File: config.mk
export PLATFORM = sky130hd
export DESIGN_NAME = dc_link_window_monitor
export DESIGN_NICKNAME = d
export VERILOG_FILES = /design/src/rtl/dc_mon_pkg.sv /design/src/rtl/dc_link_window_monitor_debounce.sv /design/src/rtl/dc_link_window_monitor.sv
export SDC_FILE = /design/constraint.sdc
export NUM_CORES = 1
export LEC_CHECK = 0
export CORE_MARGIN = 3
export CORE_UTILIZATION = 50
export DETAILED_ROUTE_END_ITERATION = 10
export PLACE_DENSITY = 0.84
export SETUP_SLACK_MARGIN = 0.4
export SKIP_CTS_REPAIR_TIMING = 1
export SLEW_MARGIN = 20
export SYNTH_ARGS = -nofsm -noshare
export SYNTH_HDL_FRONTEND = slang
export SYNTH_SLANG_ARGS = --single-unit
export TNS_END_PERCENT = 1
File: constraint.sdc
create_clock -name clk -period 7.03 [get_ports clk]
set_input_delay 0.703 -clock clk [delete_from_list [all_inputs] [get_ports clk]]
set_output_delay 0.703 -clock clk [all_outputs]
set_load 0.1 [all_outputs]
File: src/rtl/dc_mon_pkg.sv
// Shared zone encoding and LED bit positions for the DC-link window monitor.
package dc_mon_pkg;

    typedef enum logic [2:0] {
        ZONE_ZERO = 3'd0,
        ZONE_UV   = 3'd1,
        ZONE_LOW  = 3'd2,
        ZONE_OK   = 3'd3,
        ZONE_OV   = 3'd4
    } zone_t;

    // Never produced by classification; stands in for "no zone accepted yet".
    localparam logic [2:0] ZONE_NONE = 3'b111;

    localparam int unsigned LED_OV   = 0;
    localparam int unsigned LED_OK   = 1;
    localparam int unsigned LED_LOW  = 2;
    localparam int unsigned LED_UV   = 3;
    localparam int unsigned LED_TRIP = 4;

endpackage

File: src/rtl/dc_link_window_monitor_debounce.sv
// Pending-value debounce: accepts a new value after N consecutive agreeing valid samples.
module sample_debounce #(
    parameter int unsigned W = 3,
    parameter int unsigned N = 4
) (
    input  logic         clk,
    input  logic         rst,
    input  logic         valid,
    input  logic [W-1:0] candidate,
    input  logic [W-1:0] current,
    output logic         accept,
    output logic [W-1:0] value
);

    localparam int unsigned CW = (N > 1) ? $clog2(N + 1) : 1;

    logic [W-1:0]  pending;
    logic          pend_v;
    logic [CW-1:0] cnt;
    logic          match;

    assign match = pend_v && (candidate == pending);
    assign value = candidate;

    always_comb begin
        accept = 1'b0;
        if (valid && (candidate != current)) begin
            accept = match ? (cnt == CW'(N - 1)) : (N == 1);
        end
    end

    always_ff @(posedge clk) begin
        if (rst) begin
            pending <= '0;
            pend_v  <= 1'b0;
            cnt     <= '0;
        end else if (valid) begin
            if ((candidate == current) || accept) begin
                pend_v <= 1'b0;
                cnt    <= '0;
            end else if (match) begin
                cnt <= cnt + CW'(1);
            end else begin
                pending <= candidate;
                pend_v  <= 1'b1;
                cnt     <= CW'(1);
            end
        end
    end

endmodule

File: src/rtl/dc_link_window_monitor.sv
// DC-link voltage zone classifier with hysteresis, debounce, post-reset blanking
// and a sticky over-voltage trip with saturating counter.
module dc_link_window_monitor
    import dc_mon_pkg::*;
#(
    parameter int unsigned       DATA_W    = 16,
    parameter logic [DATA_W-1:0] TH_UV     = 16'h0860,
    parameter logic [DATA_W-1:0] TH_LOW    = 16'h08B0,
    parameter logic [DATA_W-1:0] TH_HIGH   = 16'h0C0C,
    parameter logic [DATA_W-1:0] HYST      = 16'h0010,
    parameter int unsigned       DEB_N     = 4,
    parameter int unsigned       BLANK_CYC = 65535,
    parameter int unsigned       TRIP_W    = 8
) (
    input  logic              clk,
    input  logic              sys_rst,
    input  logic              sample_valid,
    input  logic [DATA_W-1:0] volt,
    input  logic              clear_trip,
    output logic [2:0]        zone,
    output logic              zone_valid,
    output logic              enable_out,
    output logic [4:0]        led_n,
    output logic              ov_trip,
    output logic [TRIP_W-1:0] trip_cnt
);

    localparam int unsigned BW = (BLANK_CYC > 0) ? $clog2(BLANK_CYC + 1) : 1;

    logic [BW-1:0] blank_cnt;
    logic          active;
    zone_t         zone_q;
    logic          zone_valid_q;
    zone_t         raw;
    zone_t         candidate;
    logic          up_ok;
    logic          dn_ok;
    logic [2:0]    cur_ref;
    logic          accept;
    logic [2:0]    acc_value;
    logic          ov_enter;
    logic [4:0]    led_next;

    function automatic logic [DATA_W-1:0] sat_sub(input logic [DATA_W-1:0] a,
                                                  input logic [DATA_W-1:0] b);
        return (a > b) ? (a - b) : '0;
    endfunction

    assign active = (blank_cnt == BW'(BLANK_CYC));

    always_ff @(posedge clk) begin
        if (sys_rst) begin
            blank_cnt <= '0;
        end else if (!active) begin
            blank_cnt <= blank_cnt + BW'(1);
        end
    end

    always_comb begin
        if (volt == '0)          raw = ZONE_ZERO;
        else if (volt <= TH_UV)  raw = ZONE_UV;
        else if (volt <= TH_LOW) raw = ZONE_LOW;
        else if (volt <= TH_HIGH) raw = ZONE_OK;
        else                     raw = ZONE_OV;
    end

    // The ZERO/UV boundary carries no hysteresis in either direction.
    always_comb begin
        up_ok = 1'b0;
        dn_ok = 1'b0;
        case (zone_q)
            ZONE_ZERO: up_ok = (volt != '0);
            ZONE_UV: begin
                up_ok = {1'b0, volt} > ({1'b0, TH_UV} + {1'b0, HYST});
                dn_ok = (volt == '0);
            end
            ZONE_LOW: begin
                up_ok = {1'b0, volt} > ({1'b0, TH_LOW} + {1'b0, HYST});
                dn_ok = volt <= sat_sub(TH_UV, HYST);
            end
            ZONE_OK: begin
                up_ok = {1'b0, volt} > ({1'b0, TH_HIGH} + {1'b0, HYST});
                dn_ok = volt <= sat_sub(TH_LOW, HYST);
            end
            ZONE_OV: dn_ok = volt <= sat_sub(TH_HIGH, HYST);
            default: ;
        endcase
        candidate = raw;
        if (zone_valid_q && !up_ok && !dn_ok) candidate = zone_q;
        cur_ref = zone_valid_q ? 3'(zone_q) : ZONE_NONE;
    end

    sample_debounce #(
        .W (3),
        .N (DEB_N)
    ) u_debounce (
        .clk       (clk),
        .rst       (sys_rst),
        .valid     (sample_valid && active),
        .candidate (candidate),
        .current   (cur_ref),
        .accept    (accept),
        .value     (acc_value)
    );

    assign ov_enter = accept && (zone_t'(acc_value) == ZONE_OV) && (zone_q != ZONE_OV);

    always_comb begin
        led_next = '1;
        if (zone_valid_q) begin
            case (zone_q)
                ZONE_OV:  led_next[LED_OV]  = 1'b0;
                ZONE_OK:  led_next[LED_OK]  = 1'b0;
                ZONE_LOW: led_next[LED_LOW] = 1'b0;
                ZONE_UV:  led_next[LED_UV]  = 1'b0;
                default:  ;
            endcase
        end
        led_next[LED_TRIP] = ~ov_trip;
    end

    always_ff @(posedge clk) begin
        if (sys_rst) begin
            zone_q       <= ZONE_ZERO;
            zone_valid_q <= 1'b0;
            ov_trip      <= 1'b0;
            trip_cnt     <= '0;
            enable_out   <= 1'b0;
            led_n        <= '1;
        end else begin
            if (accept) begin
                zone_q       <= zone_t'(acc_value);
                zone_valid_q <= 1'b1;
            end
            if (ov_enter) begin
                ov_trip <= 1'b1;
                if (trip_cnt != '1) trip_cnt <= trip_cnt + TRIP_W'(1);
            end else if (clear_trip && (zone_q != ZONE_OV)) begin
                ov_trip <= 1'b0;
            end
            enable_out <= zone_valid_q && (zone_q == ZONE_OK) && !ov_trip;
            led_n      <= led_next;
        end
    end

    assign zone       = zone_q;
    assign zone_valid = zone_valid_q;

endmodule
Word-level counts from Yosys, hierarchy flattened
Index checks and enable logic that the tools add are counted.
{"block": "word_totals", "register_bits": 42, "latch_bits": 0, "ram_bits": 0, "rom_bits": 0, "in_bits": 20, "out_inout_bits": 19, "wordCells": 82, "memories": 0}
{"block": "op_classes", "addsub": 3, "mul": 0, "div_mod_pow": 0, "n_lt_le_gt_ge": 9, "eq_ne": 13, "n_shift": 0, "n_mux": 20, "n_bitwise": 4, "n_reduce_logical": 22}
{"operator": "16-bit by 12-bit <= comparator with 1-bit output, second input constant", "n": 6}
{"operator": "16-bit by 12-bit > comparator with 1-bit output, second input constant", "n": 3}
{"operator": "3-bit two-way mux", "n": 8}
{"operator": "16-bit by 1-bit adder with 16-bit output, second input constant", "n": 1}
{"operator": "16-bit == test, second input constant", "n": 1}
{"operator": "16-bit logical NOT", "n": 1}
{"operator": "16-bit nonzero test", "n": 1}
{"operator": "1-bit logical AND", "n": 10}
{"operator": "1-bit two-way mux", "n": 10}
{"operator": "3-bit by 2-bit == test with 1-bit output, second input constant", "n": 3}
{"operator": "8-bit by 1-bit adder with 8-bit output, second input constant", "n": 1}
{"operator": "8-bit inequality test, second input constant", "n": 1}
{"operator": "1-bit case mux with 4 select lines", "n": 2}
{"operator": "3-bit == test", "n": 2}
{"operator": "3-bit == test, second input constant", "n": 2}
{"operator": "1-bit inverter", "n": 4}
{"operator": "2-bit AND reduction", "n": 2}
{"operator": "3-bit by 1-bit adder with 3-bit output, second input constant", "n": 1}
{"operator": "3-bit by 1-bit == test with 1-bit output, second input constant", "n": 1}
{"operator": "1-bit logical NOT", "n": 3}
{"operator": "3-bit logical NOT", "n": 1}
{"operator": "3-bit inequality test", "n": 1}
{"operator": "3-bit inequality test, second input constant", "n": 1}
{"operator": "3-bit AND reduction", "n": 1}
{"operator": "4 further kinds", "n": 4}

Logic depth before layout (Yosys ltp)
Gate-level depths: netlist of run 1.
{"block": "depth", "depth_word": 13, "mapped_depth": 10, "mapped_depth_nobuf": 8}

Cells and area by module
A second synthesis of run 1 with hierarchy kept.
{"block": "unflattened", "hier_cells": 275, "hier_area_um2": 2394.8}
{"module": "dc_link_window_monitor", "instances": 1, "cells_per_inst": 229, "area_per_inst_um2": 1979.4, "seq_area_each_um2": 700.7}
{"module": "sample_debounce", "instances": 1, "cells_per_inst": 46, "area_per_inst_um2": 415.4, "seq_area_each_um2": 140.1}

Worst setup path before layout of run 1
No wires, ideal clock.
{"block": "synth_timing", "path_type": "input-to-reg", "start": "input port volt[6]", "end": "register trip_cnt[2]", "setup_ps": 121, "t_arrival_ps": 3151, "required_time_ps": 6909, "setup_slack_ps": 3759, "stages": 10, "n_path_buf": 2, "path_cell_list": "buf_2 or4_4 nor4_2 nor3_1 o41a_1 a21o_1 o21ba_2 buf_4 nor3_1 mux2_2"}
{"block": "synth_between", "elab_chain_cells": 13, "word_cells_on_any_way": 32, "classes_between": "9 x order compare; 3 x eq/ne; 9 x mux; 11 x reduce/logical"}
{"element": "start, declared", "line": "dc_link_window_monitor.sv:18", "source": "input logic [DATA_W-1:0] volt,"}
{"element": "16-bit by 12-bit <= comparator with 1-bit output (tied with other cells)", "line": "dc_link_window_monitor.sv:63", "source": "else if (volt <= TH_HIGH) raw = ZONE_OK;"}
{"element": "3-bit two-way mux or 1-bit case mux with 4 select lines (tied branches)", "line": "dc_link_window_monitor.sv:63, dc_link_window_monitor.sv:71"}
{"element": "3-bit two-way mux or 1-bit logical NOT (tied branches)", "line": "dc_link_window_monitor.sv:62, dc_link_window_monitor.sv:89"}
{"element": "3-bit two-way mux or 1-bit logical AND (tied branches)", "line": "dc_link_window_monitor.sv:61, dc_link_window_monitor.sv:89"}
{"element": "3-bit two-way mux or 1-bit logical AND (tied branches)", "line": "dc_link_window_monitor.sv:60, dc_link_window_monitor.sv:89"}
{"element": "3-bit two-way mux (*)", "line": "dc_link_window_monitor.sv:89", "source": "if (zone_valid_q && !up_ok && !dn_ok) candidate = zone_q;"}
{"element": "3-bit == test", "line": "dc_link_window_monitor_debounce.sv:22", "source": "assign match = pend_v && (candidate == pending);"}
{"element": "1-bit logical AND", "line": "dc_link_window_monitor_debounce.sv:22"}
{"element": "1-bit two-way mux", "line": "dc_link_window_monitor_debounce.sv:28", "source": "accept = match ? (cnt == CW'(N - 1)) : (N == 1);"}
{"element": "1-bit two-way mux", "line": "dc_link_window_monitor_debounce.sv:27", "source": "if (valid && (candidate != current)) begin"}
{"element": "1-bit logical AND (*) (2 in series)", "line": "dc_link_window_monitor.sv:106", "source": "assign ov_enter = accept && (zone_t'(acc_value) == ZONE_OV) && (zone_q != ZONE_OV);"}
{"element": "2-bit AND reduction (no source line) (*)"}
{"element": "end signal, assigned", "line": "dc_link_window_monitor.sv:137", "source": "if (trip_cnt != '1) trip_cnt <= trip_cnt + TRIP_W'(1);"}
{"element": "end, declared", "line": "dc_link_window_monitor.sv:25", "source": "output logic [TRIP_W-1:0] trip_cnt"}
Mark *: on every way between the ends. The rest lies on a longest branch, timed or not.
A chain may end at the register's enable or synchronous reset.

Worst setup path in the final report of run 1
{"block": "layout_timing", "start": "input port volt[13]", "end": "register trip_cnt[0]"}
Same word-level chain as after synthesis.

==> results.txt, run 1 <==
----------------------------------------------------
[Timing]
  Post-Route Setup TNS ... 0 ps
  Time the worst path needs with I/O delays and setup ... about 3900 ps
  Final worst clock skew ... 6.21 ps
  Transition time at the pin with the least slew margin ... about 1000 ps
  Number of max-slew violations in the final report ... 0
  Endpoints failing hold ... 0
  Finish-stage setup viols ... 0
  Relative slew slack ... between 30% and 40%
  Part of the cycle the worst path needs ... a little over half
  Fin Hold WS ... roughly 430 ps
  RSZ-0062 raised after global routing ... false
  Max frequency ... between 200 and 300 MHz
  Worst Slack Setup Final ... between 3000 and 4000 ps

[Finish]
  Area used by multi-input combinational logic ... 1620 um2
  Fill cell count ... 410
  Antenna diodes ... 0
  Final design area excluding fillers ... roughly 3100 um2
  Signed area change from the synthesized netlist to the final layout ... 20.3%
  Area used by sequential logic in the layout ... between 800 and 900 um2
  Total number of nets in the final design ... ~370
  Share of cells above drive strength 1 ... under 10%

[Route]
  Drt first-iter violations ... 239
  Detailed-route vias per instance ... 6.01
  Count of TritonRoute iterations in the first routing pass ... 4
  DR WL/cell ... approximately 15 um
  Detailed-route via count ... 2488
  Antenna viol nets, final ... 0
  Routed wire length ... roughly 6000 um
  Residual DRC count ... 0

[Floorplan]
  Placeable Area ... just under 5000 um2
  Number of ports placed on the die boundary ... 39
  Initial standard-cell utilization of the core ... 52.8%
  DIE HEIGHT ... roughly 78 um
  Site Rows ... 25
  Die footprint ... 6010 um2
  Width of the die ... just under 80 um

[Power]
  Fraction of power consumed by combinational cells ... under 10%
  P_int ... approximately 0.37 mW
  Design Power ... roughly 0.47 mW
  Reg power frac ... a little over 50%
  Maximum ir drop on the vdd rail ... roughly 0.14 mV
  Leak pwr ... between 1 and 1.5 nW
  Clk network pwr share ... 41.0%
  P_sw ... between 0.1 and 0.15 mW
  Switching portion of total power ... a little over a fifth
  Power per standard cell area ... ~150 nW/um2

[Critical path]
  Largest fanout of any net on the critical path ... 14
  Largest stage delay on the critical path ... ~750 ps
  Worst Setup Start Kind ... input pin
  Class of the most critical setup path ... in -> reg
  Arrival time of data at the critical path endpoint ... 4040 ps
  Critical path endpoint category ... flip-flop
  Slowest cell on the critical path ... nor4_1
  Launching element of the worst setup path ... volt[13]
  Critical path data required time ... between 7000 and 8000 ps
  Reg-to-reg critical path startpoint ... blank_cnt[3]$_SDFFE_PP0P_
  Ordered cell list for the critical path ... clkdlybuf4s50_1 > nor4_1 > o2111ai_1 > a21boi_0 > a31oi_1 > nor4_2 > o21ba_2 > nor3_1 > mux2_2

[CTS]
  Number of levels in the clock H-tree ... 2
  Clock buffers created by TritonCTS ... 5
  Clock insertion delay at the later pin of the skew report ... 290 ps
  CTS max path bufs ... 2
  CTS tree ... built
  CTS Root Cell ... clkbuf_8
  Sinks on the clock net ... 42
  Clock transition at the register clock pins on the worst setup and hold paths after CTS ... ~80 ps

[Min path]
  Min-delay worst type ... reg -> reg
  HP Start ... ov_trip$_SDFFE_PP0P_

[Logic synthesis]
  Most area-consuming cells after synthesis ... dfxtp_1 (33%), nor2_1 (5.7%), nand2_1 (4.3%), nand3_1 (3.7%), a21oi_1 (3.3%)
  Async set or reset register ratio after synthesis ... 0%
  Mean instance size in the synthesized netlist ... a little over 8 um2
  Flop and latch count out of synthesis ... 42
  Sequential area share after synthesis ... between 30 and 40%
  Most frequently used cell type in the post-synthesis netlist ... dfxtp_1
  Most used flip-flop cell after synthesis ... dfxtp_1
  Cells after Synth ... ~320
  Dominant cell type by area after synthesis ... dfxtp_1
  Post-synthesis cell area ... 2560 um2
  Count of flip-flops with a built-in enable after synthesis ... 0
  Number of nets produced by synthesis ... between 300 and 400
  Yosys warning total ... 0
  Unique cell type count in the Yosys netlist ... 63
  Most used standard cells in the synthesized netlist ... dfxtp_1 (42), nor2_1 (39), nand2_1 (29)
  Synth top area share ... roughly a third

[Global route]
  Number of antenna violations at the first check in global routing ... 0
  Largest net degree at the start of global routing ... 45
  Number of global-route vias before repair ... 2250
  First-pass GRT wire length ... 10100 um
  Total track usage ... 20.3%
  Gr ovfl total ... 0

[Placement]
  Place WS ... 2910 ps
  Final HPWL from detailed placement ... 4410 um
  Placed instance area ... ~3000 um2
  Placer congestion estimate ... 0.914
  Count of input and output buffers ... 38

[Status]
  Status ... finished clean

[Flow run]
  MaxCap Viol Count ... 0

----------------------------------------------------
area by class of cell:
| cell class | count | share of cell area, % |
|---|---|---|
| clock buffer | 6 | 2.68 |
| clock inverter | 1 | 0.975 |
| inverter | 8 | 0.975 |
| multi-input combinational | 251 | 52.7 |
| sequential | 42 | 27.3 |
| tap | 67 | 2.72 |
| timing repair buffer | 39 | 12.6 |
cell families after synthesis:
kind of cell	synth area share, %
AOI/OAI and AO/OA	21.9
xor gates and xnor gates	3.08
adders and majority gates	1.96
buffers and inverters	3.67
DFF	32.9
muxes	4.11
and+or+nand+nor	32.4
state kept, by name (all words and copies together) (netlist names):
name and cells:
blank_cnt 16, trip_cnt 8, led_n 5, u_debounce.cnt 3
u_debounce.pending 3, zone 3, enable_out 1, ov_trip 1
u_debounce.pend_v 1, zone_valid 1
metal layers:
layer	GRT usage (%)	vias to the layer above	wire, um
met2	34.4	64	2920
li1	-	1230	-
met5	0	-	0
met4	7.83	0	114
met3	3.71	13	275
met1	25.7	1181	2710
path summary, 6_finish.rpt:
path,to,slack [ps],depth (start not counted)
worst max-delay path,trip_cnt[0]$_SDFFE_PP0P_,3170,9
worst min-delay path,led_n[4]$_SDFF_PP1_,430,1
worst max register to register,trip_cnt[0]$_SDFFE_PP0P_,4250,8
worst min register to register,led_n[4]$_SDFF_PP1_,430,1
cells in the final DEF (no fill, tap or decap), types with 3 or more instances in the layout:
master           count
a211oi_1             4
a21oi_1             17
a31oi_1              4
a41oi_1              3
and2_1               3
and3_1               9
clkbuf_8             6
clkdlybuf4s50_1     38
dfxtp_1             42
ha_1                 4
inv_1                8
mux2_2               4
mux2i_1              3
nand2_1             29
nand2b_1             6
nand3_1             19
nand4_1              5
nor2_1              39
nor2b_1              7
nor3_1              10
nor3b_1              3
nor4_1               4
o21ai_0             11
o31ai_1              5
or3_1                3
or4_1                5
or4_4                3
xnor2_1              5
xor2_1               4
critical path: cells and delay by family:
family	cells	cell delay, ps
simple gates	3	1370
compound gates	4	1180
mux	1	380
buf+inv	1	420
power by group through the flow:
stage                     Combinational (mW)  Sequential (mW)  Clock, mW
after global placement                0.0353            0.246          0
after global routing                  0.0398            0.241      0.207
after CTS                             0.0362            0.240      0.196
final                                 0.0367            0.241      0.192
after floorplan                       0.0193            0.246          0
after detailed placement              0.0360            0.246          0
per-stage QoR:
step                util [%]  std cells
detailed placement      61.2        407
CTS                     63.5        414
global placement        61.2        407
global route            63.5        414
finish                  63.5        414
floorplan                  -        316
Note: power is estimated with default switching activity, not from simulation.
==> run 2, diff against run 1 <==
Clock period 7.03 ns to 3.7 ns, I/O delays scaled along.
==> run 2 against run 1 <==
Net effect:
- core utilization up 2.5 points
- die area unchanged
- register-to-register slack worse by 3200 ps
- sequential cell count unchanged
- worst setup slack worse by 2700 ps
- global-route usage up 0.66 points
- wire length up 4.7%
- clock skew down 0.79 ps
- critical endpoint is now u_debounce.pending[2]$_SDFFE_PP0P_
- largest cell class unchanged
- largest power group unchanged
- highest routed layer unchanged
==> results.txt, run 2 (synthesis gave the netlist of run 1 again) <==
----------------------------------------------------
[Floorplan]
  Site Rows ... 25 (unchanged)
  Die footprint ... 6010 um2 (unchanged)
  DIE HEIGHT ... 77.5 um (unchanged)
  Initial standard-cell utilization of the core ... 52.8% (unchanged)
  Number of ports placed on the die boundary ... 39 (unchanged)
  Placeable Area ... 4850 um2 (unchanged)
  Width of the die ... 77.5 um (unchanged)

[Placement]
  Placer congestion estimate ... 0.944 (was 0.914)
  Final HPWL from detailed placement ... 4710 um (was 4410 um)
  Count of input and output buffers ... 38 (unchanged)
  Total instance count after detailed placement ... 416 (was 407)
  Placed instance area ... 3030 um2 (was 2970 um2)
  Place WS ... 30.9 ps (was 2910 ps)

[CTS]
  Number of levels in the clock H-tree ... 2 (unchanged)
  Clock insertion delay at the later pin of the skew report ... 290 ps (about the same)
  CTS max path bufs ... 2 (unchanged)
  CTS Root Cell ... clkbuf_8 (unchanged)
  CTS tree ... built (unchanged)
  Clock buffers created by TritonCTS ... 5 (unchanged)
  Sinks on the clock net ... 42 (unchanged)
  Clock transition at the register clock pins on the worst setup and hold paths after CTS ... 80 ps (about the same)

[Global route]
  Number of antenna violations at the first check in global routing ... 0 (unchanged)
  First-pass GRT wire length ... 10500 um (was 10100 um)
  Gr ovfl total ... 0 (unchanged)
  Total track usage ... 21.0% (was 20.3%)
  Number of global-route vias before repair ... 2419 (was 2250)
  Largest net degree at the start of global routing ... 44 (was 45)

[Finish]
  Antenna diodes ... 0 (unchanged)
  Final design area excluding fillers ... 3200 um2 (was 3080 um2)
  Signed area change from the synthesized netlist to the final layout ... 25.0% (was 20.3%)
  Share of cells above drive strength 1 ... 12.6% (was 8.93%)
  Fill cell count ... 422 (was 410)
  Final non-filler cell total ... 425 (was 414)
  Flip-flop count of the largest register after layout ... 16 (unchanged)
  Core utilization of the finished layout ... 66.0% (was 63.5%)
  Area used by sequential logic in the layout ... 841 um2 (unchanged)
  Largest registers in the final layout ... blank_cnt (16), trip_cnt (8), led_n (5) (unchanged)
  Largest register by flop count ... blank_cnt (unchanged)
  Area used by multi-input combinational logic ... 1660 um2 (was 1620 um2)
  Total number of nets in the final design ... 382 (was 371)
  Most common cell after layout, fill and taps aside ... dfxtp_1 (unchanged)
  Leading cell types in the layout, fill and taps excluded ... dfxtp_1 (42), nor2_1 (39), clkdlybuf4s50_1 (38), nand2_1 (29), nand3_1 (19) (unchanged)

[Critical path]
  Arrival time of data at the critical path endpoint ... 3440 ps (was 4040 ps)
  Destination of the worst register-to-register timing path ... u_debounce.pending[2]$_SDFFE_PP0P_ (was trip_cnt[0]$_SDFFE_PP0P_)
  Worst reg2reg path depth ... 7 (was 8)
  Reg-to-reg critical path startpoint ... zone[2]$_SDFFE_PP0P_ (was blank_cnt[3]$_SDFFE_PP0P_)
  Launching element of the worst setup path ... volt[1] (was volt[13])
  Largest fanout of any net on the critical path ... 5 (was 14)
  Critical path endpoint category ... flip-flop (unchanged)
  Critical path data required time ... 3880 ps (was 7210 ps)
  Worst Setup Start Kind ... input pin (unchanged)
  Class of the most critical setup path ... in -> reg (unchanged)
  Crit path capture ... u_debounce.pending[2]$_SDFFE_PP0P_ (was trip_cnt[0]$_SDFFE_PP0P_)
  Slack of the worst reg-to-reg path ... 1090 ps (was 4250 ps)

[Status]
  Status ... finished clean (unchanged)

[Timing]
  Relative slew slack ... 34.8% (was 33.3%)
  Finish-stage setup viols ... 0 (unchanged)
  Post-Route Setup TNS ... 0 ps (unchanged)
  Endpoints failing hold ... 0 (unchanged)
  Time the worst path needs with I/O delays and setup ... between 3000 and 4000 ps
  Fin Hold WS ... 440 ps (was 433 ps)
  Final worst clock skew ... 5.42 ps (was 6.21 ps)
  Part of the cycle the worst path needs ... 88.1%
  Worst Slack Setup Final ... 442 ps (was 3170 ps)
  Max frequency ... around 300 MHz
  Number of max-slew violations in the final report ... 0 (unchanged)
  RSZ-0062 raised after global routing ... true (was false)
  Transition time at the pin with the least slew margin ... 974 ps (was 997 ps)

[Power]
  Maximum ir drop on the vdd rail ... 0.243 mV (was 0.143 mV)
  Design Power ... 0.898 mW (was 0.470 mW)
  Power per standard cell area ... 281 nW/um2 (was 153 nW/um2)
  Leak pwr ... 1.10 nW (was 1.03 nW)

[Route]
  DR WL/cell ... 14.8 um (was 14.5 um)
  Count of TritonRoute iterations in the first routing pass ... 5 (was 4)
  Routed wire length ... 6300 um (was 6020 um)
  Residual DRC count ... 0 (unchanged)
  Drt first-iter violations ... 239 (unchanged)
  Detailed-route via count ... 2569 (was 2488)
  Detailed-route vias per instance ... 6.04 (was 6.01)
  Antenna viol nets, final ... 0 (unchanged)

[Min path]
  WHS Path Cells ... 1 (unchanged)
  Min-delay worst type ... reg -> reg (unchanged)

[Flow run]
  MaxCap Viol Count ... 0 (unchanged)

----------------------------------------------------
-- run 2: where the power goes --
group / internal, mW / switching, mW / leakage [nW]
registers: 0.454 / 0.00252 / 0.339
clock network: 0.216 / 0.149 / 0.0573
logic: 0.0370 / 0.0403 / 0.700
-- run 2: worst max-delay path, cell delays in order --
cell and delay [ps]:
clkdlybuf4s50_1 460, or4_4 610, o31a_1 310, o31ai_4 350
o41ai_4 180, o211a_1 240, or3_4 400, o21a_4 230
mux2_4 290
-- run 2: worst min path at each step --
| stage | start | end | slack [ps] |
|---|---|---|---|
| finish | ov_trip$_SDFFE_PP0P_ | led_n[4]$_SDFF_PP1_ | 440 |
| global route | ov_trip$_SDFFE_PP0P_ | led_n[4]$_SDFF_PP1_ | 480 |
| CTS | ov_trip$_SDFFE_PP0P_ | led_n[4]$_SDFF_PP1_ | 450 |
| detailed placement | ov_trip$_SDFFE_PP0P_ | led_n[4]$_SDFF_PP1_ | 430 |
| global placement | ov_trip$_SDFFE_PP0P_ | led_n[4]$_SDFF_PP1_ | 410 |
| floorplan | u_debounce.cnt[2]$_SDFFE_PP0P_ | u_debounce.cnt[2]$_SDFFE_PP0P_ | 450 |
-- run 2: routing by layer --
layer	wire length (um)	track usage, %	up-vias
li1	-	-	1249
met1	2590	24.9	1223
met2	3230	37.4	87
met3	396	4.18	10
met4	78	7.47	0
met5	0	0	-
-- run 2: final cells by class --
cell class / instances / area share, %
clock inverter: 1 / 0.939
clock buffer: 6 / 2.58
sequential: 42 / 26.3
inverter: 8 / 0.939
tap: 67 / 2.62
multi-input combinational: 251 / 52.0
timing repair buffer: 50 / 14.6
